**src/rtl/acm_led_ctrl.sv**
```systemverilog
// Byte-stream command decoder ('L' load / 'Q' query) driving a 3-channel 8-bit LED PWM.
// New duties are staged in shadow registers and go live only at the PWM period boundary.
module acm_led_ctrl #(
    parameter int unsigned PRESCALE = 4,
    parameter int unsigned TIMEOUT  = 1200000
) (
    input  logic       clk,
    input  logic       rst,
    input  logic [7:0] rx_data,
    input  logic       rx_valid,
    output logic       rx_ready,
    output logic [7:0] tx_data,
    output logic       tx_valid,
    input  logic       tx_ready,
    output logic       pwm_r,
    output logic       pwm_g,
    output logic       pwm_b
);

    localparam int unsigned PW = (PRESCALE > 1) ? $clog2(PRESCALE) : 1;
    localparam int unsigned TW = $clog2(TIMEOUT + 1);

    localparam logic [7:0] CmdLoad  = 8'h4C;
    localparam logic [7:0] CmdQuery = 8'h51;
    localparam logic [7:0] RspOk    = 8'h4B;
    localparam logic [7:0] RspErr   = 8'h45;

    typedef enum logic [3:0] {
        StIdle, StArgR, StArgG, StArgB, StSendK, StSendQ0, StSendQ1, StSendQ2, StSendE
    } state_e;

    state_e state_q, state_d;
    logic   live_q;

    logic [TW-1:0] tmo_q;
    logic [7:0]    tmp_r, tmp_g;
    logic [7:0]    shadow_r, shadow_g, shadow_b;
    logic [7:0]    duty_r, duty_g, duty_b;
    logic [7:0]    qry_r, qry_g, qry_b;
    logic [PW-1:0] presc_q;
    logic [7:0]    cnt_q;
    logic          pwm_r_q, pwm_g_q, pwm_b_q;

    logic rx_fire, tx_fire, in_arg, tmo_hit, step;

    assign rx_fire = rx_valid & rx_ready;
    assign tx_fire = tx_valid & tx_ready;
    assign in_arg  = state_q inside {StArgR, StArgG, StArgB};
    assign tmo_hit = tmo_q >= TW'(TIMEOUT);
    assign step    = presc_q == PW'(PRESCALE - 1);

    // State register; live_q holds rx_ready low until the first cycle after reset.
    always_ff @(posedge clk) begin
        if (rst) begin
            state_q <= StIdle;
            live_q  <= 1'b0;
        end else begin
            state_q <= state_d;
            live_q  <= 1'b1;
        end
    end

    always_comb begin
        state_d = state_q;
        case (state_q)
            StIdle: begin
                if (rx_fire && rx_data == CmdLoad) begin
                    state_d = StArgR;
                end else if (rx_fire && rx_data == CmdQuery) begin
                    state_d = StSendQ0;
                end
            end
            StArgR: begin
                if (rx_fire) state_d = StArgG;
                else if (tmo_hit) state_d = StSendE;
            end
            StArgG: begin
                if (rx_fire) state_d = StArgB;
                else if (tmo_hit) state_d = StSendE;
            end
            StArgB: begin
                if (rx_fire) state_d = StSendK;
                else if (tmo_hit) state_d = StSendE;
            end
            StSendQ0: if (tx_fire) state_d = StSendQ1;
            StSendQ1: if (tx_fire) state_d = StSendQ2;
            StSendK, StSendQ2, StSendE: if (tx_fire) state_d = StIdle;
            default: state_d = StIdle;
        endcase
    end

    always_comb begin
        rx_ready = live_q && (state_q == StIdle || in_arg);
        tx_valid = 1'b0;
        tx_data  = 8'h00;
        case (state_q)
            StSendK:  begin tx_valid = 1'b1; tx_data = RspOk;  end
            StSendE:  begin tx_valid = 1'b1; tx_data = RspErr; end
            StSendQ0: begin tx_valid = 1'b1; tx_data = qry_r;  end
            StSendQ1: begin tx_valid = 1'b1; tx_data = qry_g;  end
            StSendQ2: begin tx_valid = 1'b1; tx_data = qry_b;  end
            default:  ;
        endcase
    end

    // Frame datapath: argument capture, shadow load, inter-byte timeout, query snapshot.
    always_ff @(posedge clk) begin
        if (rst) begin
            tmo_q    <= '0;
            tmp_r    <= 8'h00;
            tmp_g    <= 8'h00;
            shadow_r <= 8'h00;
            shadow_g <= 8'h00;
            shadow_b <= 8'h00;
            qry_r    <= 8'h00;
            qry_g    <= 8'h00;
            qry_b    <= 8'h00;
        end else begin
            tmo_q <= (in_arg && !rx_fire) ? tmo_q + TW'(1) : '0;
            if (rx_fire && state_q == StArgR) tmp_r <= rx_data;
            if (rx_fire && state_q == StArgG) tmp_g <= rx_data;
            if (rx_fire && state_q == StArgB) begin
                shadow_r <= tmp_r;
                shadow_g <= tmp_g;
                shadow_b <= rx_data;
            end
            // Snapshot keeps tx_data stable even if a period wrap lands mid-reply.
            if (rx_fire && state_q == StIdle && rx_data == CmdQuery) begin
                qry_r <= duty_r;
                qry_g <= duty_g;
                qry_b <= duty_b;
            end
        end
    end

    always_ff @(posedge clk) begin
        if (rst) begin
            presc_q <= '0;
            cnt_q   <= 8'h00;
            duty_r  <= 8'h00;
            duty_g  <= 8'h00;
            duty_b  <= 8'h00;
            pwm_r_q <= 1'b0;
            pwm_g_q <= 1'b0;
            pwm_b_q <= 1'b0;
        end else begin
            presc_q <= step ? '0 : presc_q + PW'(1);
            if (step) begin
                cnt_q <= cnt_q + 8'd1;
                if (cnt_q == 8'hFF) begin
                    duty_r <= shadow_r;
                    duty_g <= shadow_g;
                    duty_b <= shadow_b;
                end
            end
            pwm_r_q <= cnt_q < duty_r;
            pwm_g_q <= cnt_q < duty_g;
            pwm_b_q <= cnt_q < duty_b;
        end
    end

    assign pwm_r = pwm_r_q;
    assign pwm_g = pwm_g_q;
    assign pwm_b = pwm_b_q;

endmodule
```
**config.mk**
```make
export PLATFORM = sky130hd
export DESIGN_NAME = acm_led_ctrl
export DESIGN_NICKNAME = d
export VERILOG_FILES = /design/src/rtl/acm_led_ctrl.sv
export SDC_FILE = /design/constraint.sdc
export NUM_CORES = 1
export LEC_CHECK = 0
export CORE_MARGIN = 2
export CORE_UTILIZATION = 60
export DETAILED_ROUTE_END_ITERATION = 8
export HOLD_SLACK_MARGIN = 0.03
export PLACE_DENSITY = 0.79
export REMOVE_ABC_BUFFERS = 1
export SETUP_SLACK_MARGIN = 0.15
export SLEW_MARGIN = 20
export SYNTH_ARGS = -nofsm -noshare
export SYNTH_HDL_FRONTEND = slang
export SYNTH_SLANG_ARGS = --single-unit
```
**constraint.sdc**
```tcl
create_clock -name clk -period 2 [get_ports clk]
set_input_delay 0.5 -clock clk [delete_from_list [all_inputs] [get_ports clk]]
set_output_delay 0.5 -clock clk [all_outputs]
set_load 0.1 [all_outputs]
```
==> summary.txt <==
Tot GR Track Use -> 0.282
Syn Area/Cell -> 8.36 µm²
P_leak -> 2.48 nW
Vias per Instance -> 5.62
Core ar. -> 9640 µm²
initial antenna violation count -> 0
gr ovfl total -> 0
Seq/Total Area, Yosys -> 0.434
Final Worst Setup Slack -> -0.246 ns
slew of the pin with the lowest slew margin -> 0.390 ns
share of cells above drive strength 1 -> 0.247
M1 wire length -> 6250 µm
Starting Density -> 0.608
dpl hpwl -> 9380 µm
Compound-Gate Fraction of Synth Area -> 0.148
YS warnings -> 0
uppermost layer routed -> met4
Fin Hold WS -> 0.329 ns
Adder-Cell Fraction of Synth Area -> 0.0534
GP Congestion -> 0.867
worst reg2reg setup slack -> 0.20 ns
XOR/XNOR Fraction of Synth Area -> 0.0389
WHS Endpoint -> state_q[1]
Num CTS Buffers -> 17
kind of critical path -> reg -> out
Setup violations, final -> 10
placed cells -> 853
power density cells -> 1010 nW/µm²
antenna viol nets, final -> 0
Finished Core Util -> 0.750
Synth cell types -> 49
failing checks -> setup timing
startpoint types -> register
DR pass1 iterations -> 4
Worst Reg-to-Reg Cells -> 7
largest net degree at the start of global routing -> 46
post-route total power -> 7.28 mW
Max Freq -> 445 MHz
IO Pins -> 25
VDD IR max -> 0.000748 V
cell row count -> 36
largest family of logic cells by synthesized area -> simple AND/OR/NAND/NOR gates
Synth Flop Type -> dfxtp_1
hold path cells -> 2
reg2reg start -> cnt_q[1]
clk sinks -> 127
Req. time, crit path -> 1.50 ns
final cell count without fillers -> 891
first-pass GRT wire length -> 23000 µm
# fillers -> 684
Die W -> 103 µm
DRT iter0 DRCs -> 342
n_diodes -> 0
post-synthesis mux area share -> 0.0222
Final Hold Fails -> 0
Post-Synth Simple-Gate Area -> 0.248
min Tclk post-route -> 2.25 ns
Mapped Area -> 5860 µm²
status -> finished, violations left
Synth Instances -> 701
Die H -> 103 µm
RSZ-0062 raised after global routing -> true
Area growth syn-to-layout -> 23.4%
#FFs+latches synth -> 127
Clock Tree Root -> clkbuf_8
nets -> 782
final worst-path cycle share -> 1.12
MaxCap Viol Count -> 0
vias in the first global route -> 4822
Worst Skew -> 0.00641 ns
metal2 WL -> 7080 µm
asr flop ratio synth -> 0
CP max FO -> 4
Worst R2R End -> duty_r[7]
clock latency reported for the late side of the worst-skew pair -> 0.52 ns
H-tree depth -> 4
final wirelength -> 14200 µm
Hold Buf Count CTS -> 0
Clock transition at path regs -> 0.06 ns
met3 wire length -> 607 µm
Slew Limit Fails -> 0
Post-synth EDFFs -> 0
Worst EP arrival -> 1.75 ns
Hold Crit Class -> in -> reg
Hold Crit Start -> rst
Worst setup EP type -> output pin
die area -> 10600 µm²
Avg WL per Cell -> 16.0 µm
CTS tree -> built
Slew HR -> 0.737
vias -> 5005
Longest Clk Path Bufs -> 2
# port buffers -> 24
Remaining DRCs -> 0
setup_tns -> -1.81 ns
==> where the power goes <==
| part | switching (mW) | internal [mW] | total [mW] | leakage (nW) |
|---|---|---|---|---|
| Sequential | 0.0603 | 2.59 | 2.65 | 1.03 |
| Combinational | 1.11 | 0.741 | 1.85 | 1.19 |
| Clock | 1.15 | 1.63 | 2.78 | 0.265 |
| Total | 2.32 | 4.96 | 7.28 | 2.48 |
==> cell families after synthesis <==
kind of cell / count (synthesis)
XOR/XNOR: 26
buffers and inverters: 70
AO/OA/AOI/OAI: 142
adder cells (fa/ha/maj): 25
AND/OR/NAND/NOR: 298
flip-flops: 127
multiplexers: 13
==> layout make-up <==
cell class,count,area [µm²],area share
clock buffers,21,459,0.0635
clock inverters,11,82.6,0.0114
inverters,30,113,0.0156
multi-input cells,504,3120,0.431
flip-flops and latches,127,2560,0.354
well taps,133,166,0.0230
repair buffers,65,731,0.101
==> cell usage after synthesis (all sizes together), types with 12 or more instances <==
master / number / share of area
xor2: 12 / 0.018
xnor2: 14 / 0.021
nor2: 90 / 0.075
nand3: 26 / 0.022
a21oi: 110 / 0.11
nand2: 132 / 0.085
dfxtp: 127 / 0.43
buf: 20 / 0.023
clkbuf: 20 / 0.013
mux2i: 13 / 0.022
inv: 30 / 0.019
ha: 25 / 0.053
==> per-layer routing <==
layer,up-vias,track usage
met5,-,0
met4,0,0.113
met3,24,0.0651
met2,128,0.469
met1,2424,0.357
li1,2429,-
==> sequential cells by signal, indices dropped and copies added, names as in the netlist <==
name,flops
tmo_q,21
cnt_q,8
duty_b,8
duty_g,8
duty_r,8
qry_b,8
qry_g,8
qry_r,8
shadow_b,8
shadow_g,8
shadow_r,8
tmp_g,8
tmp_r,8
state_q,4
presc_q,2
live_q,1
pwm_b,1
pwm_g,1
pwm_r,1
==> placed cells by master, fill, tap and decap left out, types with 6 or more instances in the layout <==
| master | instances |
|---|---|
| nor3_1 | 6 |
| xnor2_1 | 14 |
| inv_1 | 29 |
| xor2_1 | 12 |
| nand2_1 | 131 |
| nor2_1 | 47 |
| buf_4 | 34 |
| a21oi_2 | 25 |
| mux2i_1 | 11 |
| dfxtp_1 | 122 |
| nand3_1 | 26 |
| a21oi_1 | 84 |
| nor2_2 | 41 |
| nand4_1 | 6 |
| ha_1 | 25 |
| buf_12 | 15 |
| clkdlybuf4s50_1 | 10 |
| clkbuf_16 | 16 |
==> critical path, cell delays in order (launching register included) <==
cell	delay (ns)
dfxtp_4	0.36
nand2b_4	0.18
a21oi_2	0.18
a21oi_2	0.06
o22ai_2	0.23
buf_12	0.20
==> timing repair <==
action	CTS	global route
gates resized for setup	31	21
hold endpoints to repair	0	0
pin swaps	3	8
buffers inserted	3	3
setup endpoints to repair	11	50
==> through the flow <==
| stage | instance area, µm² | setup slack, ns |
|---|---|---|
| 2_1_floorplan | 5650 | -1.25 |
| 3_3_place_gp | 6460 | -0.197 |
| 3_5_place_dp | 6460 | -0.279 |
| 4_1_cts | 7130 | -0.229 |
| 5_1_grt | 7230 | -0.321 |
| 6_report | 7230 | -0.246 |
==> worst max path at each step <==
| stage | start | to | slack (ns) |
|---|---|---|---|
| after floorplan | state_q[1] | tx_data[4] | -1.25 |
| after global placement | rx_data[1] | qry_r[0] | -0.20 |
| after detailed placement | rx_valid | tmp_r[6] | -0.28 |
| after CTS | state_q[2] | tx_data[0] | -0.23 |
| after global routing | state_q[2] | tx_data[6] | -0.32 |
| final | state_q[2] | tx_data[6] | -0.25 |
Power figures use the tool's default switching activity.
